<file path="src/rtl/adc_sample_ctrl.sv">
// adc_sample_ctrl: ADC sequencer. Divides clock down to adc_clock, captures
// adc_data on every adc_clock fall, runs N-sample bursts or continuously, and
// buffers samples in a small FIFO with a ready/valid output.
//
// Ports:
//   clock, reset         - sole clock; asynchronous active-high reset
//   cfg_div  [DIV_W]     - adc_clock half-period = cfg_div+1 cycles (latched on start)
//   cfg_count[8]         - samples per burst, 0 = continuous (latched on start)
//   start, stop          - single-cycle run control
//   busy                 - state is not IDLE
//   overflow             - sticky, a sample was dropped on a full FIFO
//   adc_clock            - registered ADC clock toward the analog shell
//   adc_data [8]         - ADC result, sampled on the adc_clock fall
//   out_valid/out_ready/out_bits[8] - FIFO head handshake
module adc_sample_ctrl #(
    parameter int unsigned DIV_W = 8,
    parameter int unsigned DEPTH = 4
) (
    input  logic             clock,
    input  logic             reset,
    input  logic [DIV_W-1:0] cfg_div,
    input  logic [7:0]       cfg_count,
    input  logic             start,
    input  logic             stop,
    output logic             busy,
    output logic             overflow,
    output logic             adc_clock,
    input  logic [7:0]       adc_data,
    output logic             out_valid,
    input  logic             out_ready,
    output logic [7:0]       out_bits
);

    localparam int unsigned PTR_W = $clog2(DEPTH);

    typedef enum logic [1:0] {
        S_IDLE = 2'd0,
        S_RUN  = 2'd1,
        S_STOP = 2'd2
    } state_t;

    state_t           r_state;
    state_t           w_state_nxt;
    logic [DIV_W-1:0] r_div_cnt;
    logic [DIV_W-1:0] w_div_nxt;
    logic [DIV_W-1:0] r_cfg_div;
    logic [7:0]       r_cfg_count;
    logic [7:0]       r_smp_cnt;
    logic [7:0]       w_smp_inc;
    logic             r_adc_clk;
    logic             w_adc_clk_nxt;
    logic             r_busy;
    logic             r_overflow;
    logic             w_div_wrap;
    logic             w_capture;
    logic             w_start_acc;

    logic [7:0]       r_mem [DEPTH];
    logic [PTR_W:0]   r_wr_ptr;
    logic [PTR_W:0]   r_rd_ptr;
    logic             w_empty;
    logic             w_full;
    logic             w_pop;
    logic             w_drop;

    assign w_div_wrap = (r_div_cnt == r_cfg_div);
    assign w_smp_inc  = 8'(r_smp_cnt + 8'd1);

    // State register
    always_ff @(posedge clock or posedge reset) begin
        if (reset) begin
            r_state <= S_IDLE;
        end else begin
            r_state <= w_state_nxt;
        end
    end

    // Next state, divider and capture decode
    always_comb begin
        w_state_nxt   = r_state;
        w_div_nxt     = r_div_cnt;
        w_adc_clk_nxt = r_adc_clk;
        w_capture     = 1'b0;
        w_start_acc   = 1'b0;
        case (r_state)
            S_IDLE: begin
                w_adc_clk_nxt = 1'b0;
                w_div_nxt     = '0;
                if (start && !stop) begin
                    w_start_acc = 1'b1;
                    w_state_nxt = S_RUN;
                end
            end
            S_RUN: begin
                if (w_div_wrap) begin
                    w_div_nxt     = '0;
                    w_adc_clk_nxt = !r_adc_clk;
                end else begin
                    w_div_nxt = DIV_W'(r_div_cnt + DIV_W'(1));
                end
                // A stop landing on the falling edge completes the high phase
                // right away, so that fall is not captured either.
                if (stop) begin
                    if (r_adc_clk && !w_div_wrap) begin
                        w_state_nxt = S_STOP;
                    end else begin
                        w_state_nxt   = S_IDLE;
                        w_adc_clk_nxt = 1'b0;
                    end
                end else if (w_div_wrap && r_adc_clk) begin
                    w_capture = 1'b1;
                    if ((r_cfg_count != 8'd0) && (w_smp_inc == r_cfg_count)) begin
                        w_state_nxt = S_IDLE;
                    end
                end
            end
            S_STOP: begin
                if (w_div_wrap) begin
                    w_div_nxt     = '0;
                    w_adc_clk_nxt = 1'b0;
                    w_state_nxt   = S_IDLE;
                end else begin
                    w_div_nxt = DIV_W'(r_div_cnt + DIV_W'(1));
                end
            end
            default: begin
                w_state_nxt   = S_IDLE;
                w_adc_clk_nxt = 1'b0;
                w_div_nxt     = '0;
            end
        endcase
    end

    // Sequencer datapath registers
    always_ff @(posedge clock or posedge reset) begin
        if (reset) begin
            r_div_cnt   <= '0;
            r_cfg_div   <= '0;
            r_cfg_count <= 8'd0;
            r_smp_cnt   <= 8'd0;
            r_adc_clk   <= 1'b0;
            r_busy      <= 1'b0;
            r_overflow  <= 1'b0;
        end else begin
            r_div_cnt <= w_div_nxt;
            r_adc_clk <= w_adc_clk_nxt;
            r_busy    <= (w_state_nxt != S_IDLE);
            if (w_start_acc) begin
                r_cfg_div   <= cfg_div;
                r_cfg_count <= cfg_count;
                r_smp_cnt   <= 8'd0;
                r_overflow  <= 1'b0;
            end else begin
                if (w_capture) begin
                    r_smp_cnt <= w_smp_inc;
                end
                if (w_drop) begin
                    r_overflow <= 1'b1;
                end
            end
        end
    end

    // FIFO: extra pointer bit separates full from empty
    assign w_empty = (r_wr_ptr == r_rd_ptr);
    assign w_full  = (r_wr_ptr[PTR_W-1:0] == r_rd_ptr[PTR_W-1:0]) &&
                     (r_wr_ptr[PTR_W] != r_rd_ptr[PTR_W]);
    assign w_pop   = !w_empty && out_ready;
    // Full with a simultaneous pop frees the head slot, so the push fits.
    assign w_drop  = w_capture && w_full && !w_pop;

    always_ff @(posedge clock or posedge reset) begin
        if (reset) begin
            r_wr_ptr <= '0;
            r_rd_ptr <= '0;
            for (int i = 0; i < int'(DEPTH); i++) begin
                r_mem[i] <= 8'd0;
            end
        end else begin
            if (w_capture && !w_drop) begin
                r_mem[r_wr_ptr[PTR_W-1:0]] <= adc_data;
                r_wr_ptr <= (PTR_W+1)'(r_wr_ptr + (PTR_W+1)'(1));
            end
            if (w_pop) begin
                r_rd_ptr <= (PTR_W+1)'(r_rd_ptr + (PTR_W+1)'(1));
            end
        end
    end

    assign busy      = r_busy;
    assign overflow  = r_overflow;
    assign adc_clock = r_adc_clk;
    assign out_valid = !w_empty;
    assign out_bits  = r_mem[r_rd_ptr[PTR_W-1:0]];

endmodule
</file>
<file path="config.mk">
export PLATFORM = sky130hd
export DESIGN_NAME = adc_sample_ctrl
export DESIGN_NICKNAME = d
export VERILOG_FILES = /design/src/rtl/adc_sample_ctrl.sv
export SDC_FILE = /design/constraint.sdc
export NUM_CORES = 1
export LEC_CHECK = 0
export CAP_MARGIN = 40
export CORE_ASPECT_RATIO = 0.5
export CORE_MARGIN = 2
export CORE_UTILIZATION = 35
export CTS_BUF_LIST = sky130_fd_sc_hd__clkbuf_4 sky130_fd_sc_hd__clkbuf_8 sky130_fd_sc_hd__clkbuf_16
export DETAILED_ROUTE_END_ITERATION = 12
export HOLD_SLACK_MARGIN = 0.15
export PLACE_DENSITY = 0.62
export SYNTH_ARGS = -nofsm -noshare
export SYNTH_HDL_FRONTEND = slang
export SYNTH_SLANG_ARGS = --single-unit
</file>
<file path="constraint.sdc">
create_clock -name clock -period 3.83 [get_ports clock]
set_input_delay 0.383 -clock clock [delete_from_list [all_inputs] [get_ports clock]]
set_output_delay 0.383 -clock clock [all_outputs]
set_load 0.01 [all_outputs]
</file>
After elaboration in Yosys (flattened, before gate mapping)
Cells that the tools add are included.

Word-level logic and storage cells: 82. Bits in read-only memories: 0. Memories: 0. Output and inout bits: 12. Input port bits: 29. Bits in registers: 75. Latch bits: 0. Bits in writable memories: 0.

Equal/unequal tests: 8. Muxes and demuxes: 29. Shift-type cells: 0. Order comparisons: 3. Div/mod/pow operators: 0. Bitwise gates (word level): 2. Add/sub/neg operators: 4. Reductions and logical operators: 22. $mul: 0.

Operators with widths (count): $mux 8 (7); $bwmux 32 (1); $add 8x1->8 const B (2); $bmux 8 s2 (1); $demux 8 s2 (1); $eq 8x8->1 (2); $mux 2 (6); $mux 1 (11); $logic_and 1x1->1 (10); $reduce_bool 8->1 (1); $add 3x1->3 const B (2); $ge 3x3->1 const B (2); $logic_not 1->1 (6); $not 2->3 (2); $pmux 2 s3 (1); $reduce_bool 2->1 (3); $eq 3x3->1 (1); $lt 3x1->1 const B (1); $eq 2x1->1 const B (1); $eq 2x2->1 (1); $eq 2x2->1 const B (1); $logic_not 2->1 (1); $ne 2x2->1 const B (1); $pmux 1 s2 (1); other kinds (2) (2).

Logic depth before layout (Yosys ltp)
Word-level depth: 9. Depth in mapped cells: 10. Gate-level depth less buffers: 10.

Least setup slack after synthesis
Ideal clock, no wire load.

Kind: register -> register. Start point: register r_div_cnt[2]. End point: register r_mem[0] in the netlist's numbering. Slack: 1638 ps. Data arrival time: 2067 ps. Setup time: 125 ps. Path buffers: 0. Cell stages (with the launch flop): 10. Period minus slack after synthesis: 2192 ps. Data required time: 3705 ps. Cells stage by stage: dfrtp_1 xor2_1 nor4_1 nand2_1 inv_1 ha_1 nand3b_2 nor2_4 nand2_2 mux2_2.

Longest elaborated chain between the ends: 9.

RTL lines: start: declaration (line 44) `logic [DIV_W-1:0] r_div_cnt;`; start signal: assignment (line 145) `r_div_cnt <= w_div_nxt;`; $eq 8x8->1 * (line 66) `assign w_div_wrap = (r_div_cnt == r_cfg_div);`; $logic_and 1x1->1 * (line 110) `end else if (w_div_wrap && r_adc_clk) begin`; $mux 1 * (line 110); $mux 1 * (line 103) `if (stop) begin`; $mux 1 * (line 85) `case (r_state)`; $logic_and 1x1->1 (2 in a row) (line 170) `assign w_drop = w_capture && w_full && !w_pop;`; $logic_not 1->1 (line 180) `if (w_capture && !w_drop) begin`; $logic_and 1x1->1 * (line 180); end signal: indexed assignment (line 181) `r_mem[r_wr_ptr[PTR_W-1:0]] <= adc_data;`; end: declaration (line 58) `logic [7:0] r_mem [DEPTH];`.

Every way passes the cells marked *; elsewhere a longest branch is shown, timed or not. A chain may end at the register's enable or synchronous reset.

Final worst setup path
Start point: register r_div_cnt[2]. End point: register r_mem[3] in the netlist's numbering.

The elaborated chain is that of the path after synthesis.

==> results.txt <==
The run finished with clean final reports. The depth of the worst register-to-register path came out at 9. The final number of max-transition violations came out at 0. The number of top-level pins is 41. The post-DP HPWL is 5196 µm. The hold buffer count at cts is 0. In the final routed layout, each cell accounts on average for 14.26 µm.

For this run, the slowest stage of the critical path takes 440 ps. The number of routed nets with antenna violations is 0. The number of instances in the synthesized netlist came out at 336. The instance count after placement with tap cells included is 510. The count of buffers added on input and output ports is 40. In this design, the largest share of critical-path delay is due to simple AND/OR/NAND/NOR gates.

The peak supply drop came out at 0.2766 mV. The normalized max-slew margin is 55.79%. In the synthesized netlist the async set-or-reset flop fraction comes to between 90% and 100%.

The number of gates resized after cts came out at 0. Setup repair after global routing left no endpoint under its margin. The final setup skew is 5.658 ps.

The total routed wirelength is between 7000 and 8000 µm. Compared with the post-synthesis result, the final layout area differs by 22.34%. The number of standard cells in the final layout excluding fillers came out at 526. The worst endpoint data arrival time came out at 2830 ps. The area of the die came out at 11750 µm². The die height is 77.66 µm. The worst path needs 2613 ps of the cycle, external delays included. In this run the critical register-to-register path is captured at r_mem[3]. During synthesis, Yosys emitted a total of 0 warnings. For this design the static power due to leakage is 2.168 nW. The initial cell density of the core is roughly 37%. The power dissipated by switching net loads is 0.8356 mW.

The maximum fanout count along the critical path came out at 10. The critical path start-end classification is flop to flop. In this run the worst setup path begins at r_div_cnt[2]. The mean number of vias per cell is between 4 and 5. The setup slack of the most critical reg-to-reg path is 1220 ps. Internal power comes to roughly 1.7 mW. The hold violation count in the final report is 0. The routed layout has 2559 vias. The final worst-path cycle share is about two thirds. The wire length of the first global-routing pass is 13030 µm. The synthesized net count came out at 378. The number of enable-type register cells in the synthesized netlist came out at 0.

The initial antenna violation count is 0. The clock latency on the worst-skew pair came out at about 330 ps. The transition time of the tightest slew-check pin came out at ~660 ps.

The sequential cell fraction of total power came out at 44.1%. The timing-limited maximum frequency came out at 382.7 MHz. The detailed-router iteration count before antenna repair is 4.

The share of cells above drive strength 1 is 19.69%. STA classifies the critical path endpoint as a flop. The congestion estimate from routability-driven global placement came to about 0.78.

The share of total power consumed by net switching is 32.62%. The clock network burns 30.8% of the power. CTS placed an instance of clkbuf_16 at the clock tree root. The average footprint of a synthesized cell came out at 11.30 µm². The total number of nets in the final design is 423. Combinational cells account for between 20 and 30% of the total power.

Summed over all failing endpoints, the final setup total negative slack is 0 ps. Among all flip-flop cells after synthesis, the most frequent one is dfrtp_1. In this run the critical register-to-register path is launched from r_div_cnt[2]. The number of stages on the worst setup path came out at 9.

The number of buffers created by CTS came out at 9. After clock tree synthesis, the setup repair step added 0 buffers. The via count of the first global-routing pass is 2612. The clock-pin slew on the worst setup and hold paths is 60 ps. The maximum number of buffers from clock root to sink is 2. The maximum number of pins on one net before global-route repair is 48. The number of DRC violations after detailed routing is 0. The floorplan step defined a core boundary enclosing 10380 µm².

The H-tree generated during clock tree synthesis spans 3 levels. The power per cell area is about 550 nW/µm². Setup violations remaining at the end of the flow were counted as 0. The required time of the critical path came out at a little over 4000 ps.

The global-route congestion overflow total came out at 0. The number of storage elements in the synthesis netlist came out at 75. Traced cell by cell, the critical path runs through xor2_1 > nor4_1 > nand2_1 > inv_1 > ha_1 > nand3b_2 > nor2_4 > nand2_2 > mux2_2. The critical path ends at r_mem[3].

After synthesis the cells add up to 3797 µm². The largest individual stage delay along the critical path comes from the cell dfrtp_1. The number of sinks driven by the clock tree came out at 75.

The portion of the post-synthesis area used by sequential elements came out at between 40% and 50%. TritonCTS built the clock tree. STA classifies the critical path startpoint as a flop. The die span in x came out at about 150 µm. The worst hold path class is primary input to asynchronous set/reset pin. The core occupancy in the finished layout came out at 44.77%.

After the first detailed-routing iteration, the DRC count stood at 149. The worst path buffer plus inverter count came out at 1. The number of unique standard cell types used by synthesis came out at 48.

The overall routing resource usage came out at 14.28%. Row generation in the floorplan step produced 26 rows. The number of diodes came out at 0. The max-capacitance violation count came out at 0.
logic make-up after synthesis:
kind of cell / synth area share (%)
compound gates: 5.964
xor+xnor: 7.611
fa+ha+maj: 4.283
buf+inv: 2.405
flops: 49.42
mux: 14.53
simple gates: 15.78
routing by layer:
layer	wire length (µm)	track usage, %	vias to the layer above
li1	-	-	1250
met1	3881	20.55	1260
met2	3235	20.77	44
met3	308	3.824	5
met4	75	4.860	0
met5	0	0	-
worst register-to-register path: cells and delay by family (launching register included):
kind / cells / cell delay, ps
AND/OR/NAND/NOR: 5 / 1270
adder cells (fa/ha/maj): 1 / 200
buffers and inverters: 1 / 100
multiplexers: 1 / 330
flip-flops: 1 / 440
XOR/XNOR: 1 / 170
layout by cell type (no fill, tap or decap), drive strengths merged, types with 2 or more instances in the layout:
master,synthesis,final
dfrtp,75,75
nand2,63,63
clkdlybuf4s50,0,40
mux2,33,33
xor2,18,18
nor2,17,17
xnor2,15,15
ha,13,13
nand3,13,13
inv,11,11
a21oi,10,10
clkbuf,5,10
o21ai,9,9
mux4,8,8
and3,6,6
nor4,6,6
nor3,4,4
clkinvlp,0,3
or3,3,3
clkinv,0,3
buf,4,3
nand4,2,2
nand2b,2,2
a211o,2,2
a311oi,2,2
a21o,2,2
state kept, by name, summed over array words and instances (netlist names):
signal	flops
r_wr_ptr	3
r_cfg_count	8
r_div_cnt	8
r_state	2
overflow	1
busy	1
r_cfg_div	8
r_mem	32
adc_clock	1
r_smp_cnt	8
r_rd_ptr	3
cell usage after synthesis, drive strengths merged, types with 3 or more instances:
library cell / instances / area (µm²)
a21oi: 10 / 50.05
nor4: 6 / 58.80
nor2: 17 / 71.32
and3: 6 / 42.54
mux4: 8 / 180.2
nor3: 4 / 25.02
or3: 3 / 20.02
dfrtp: 75 / 1877
o21ai: 9 / 45.04
xor2: 18 / 157.7
nand3: 13 / 70.07
ha: 13 / 162.7
mux2: 33 / 371.6
nand2: 63 / 246.5
clkbuf: 5 / 18.77
xnor2: 15 / 131.4
buf: 4 / 31.27
inv: 11 / 41.29
layout make-up:
class / count / area, µm²
fill: 962 / 5732
sequential: 75 / 1877
multi-input combinational: 241 / 1829
timing repair buffer: 43 / 442.9
clock buffer: 10 / 239.0
tap: 140 / 175.2
clock inverter: 6 / 41.29
inverter: 11 / 41.29
power groups by stage:
stage,clock (mW),sequential [mW],combinational [mW]
2_1_floorplan,0,1.05,0.540
3_3_place_gp,0,1.15,0.630
3_5_place_dp,0,1.15,0.647
4_1_cts,0.814,1.14,0.649
5_1_grt,0.847,1.16,0.732
6_report,0.788,1.13,0.643
through the flow:
step	cell area [µm²]	setup slack, ps	power (mW)	hold WS [ps]
after detailed placement	4365	1218	1.796	487.4
after global routing	4646	928.8	2.743	477.3
after CTS	4646	1163	2.600	454.2
after floorplan	3797	1537	1.592	465.5
after global placement	4338	1277	1.777	481.1
final	4646	1217	2.561	447.6
how the worst min path moves through the flow:
stage,startpoint,to,slack (ps),depth (start not counted)
detailed placement,r_mem[13],r_mem[13],490,1
CTS,reset,r_cfg_div[7],450,3
floorplan,r_rd_ptr[2],r_rd_ptr[2],470,1
finish,reset,r_cfg_div[1],450,3
global placement,r_cfg_div[5],r_cfg_div[5],480,2
global route,reset,r_cfg_div[0],480,3
(Power assumes the default switching activity.)
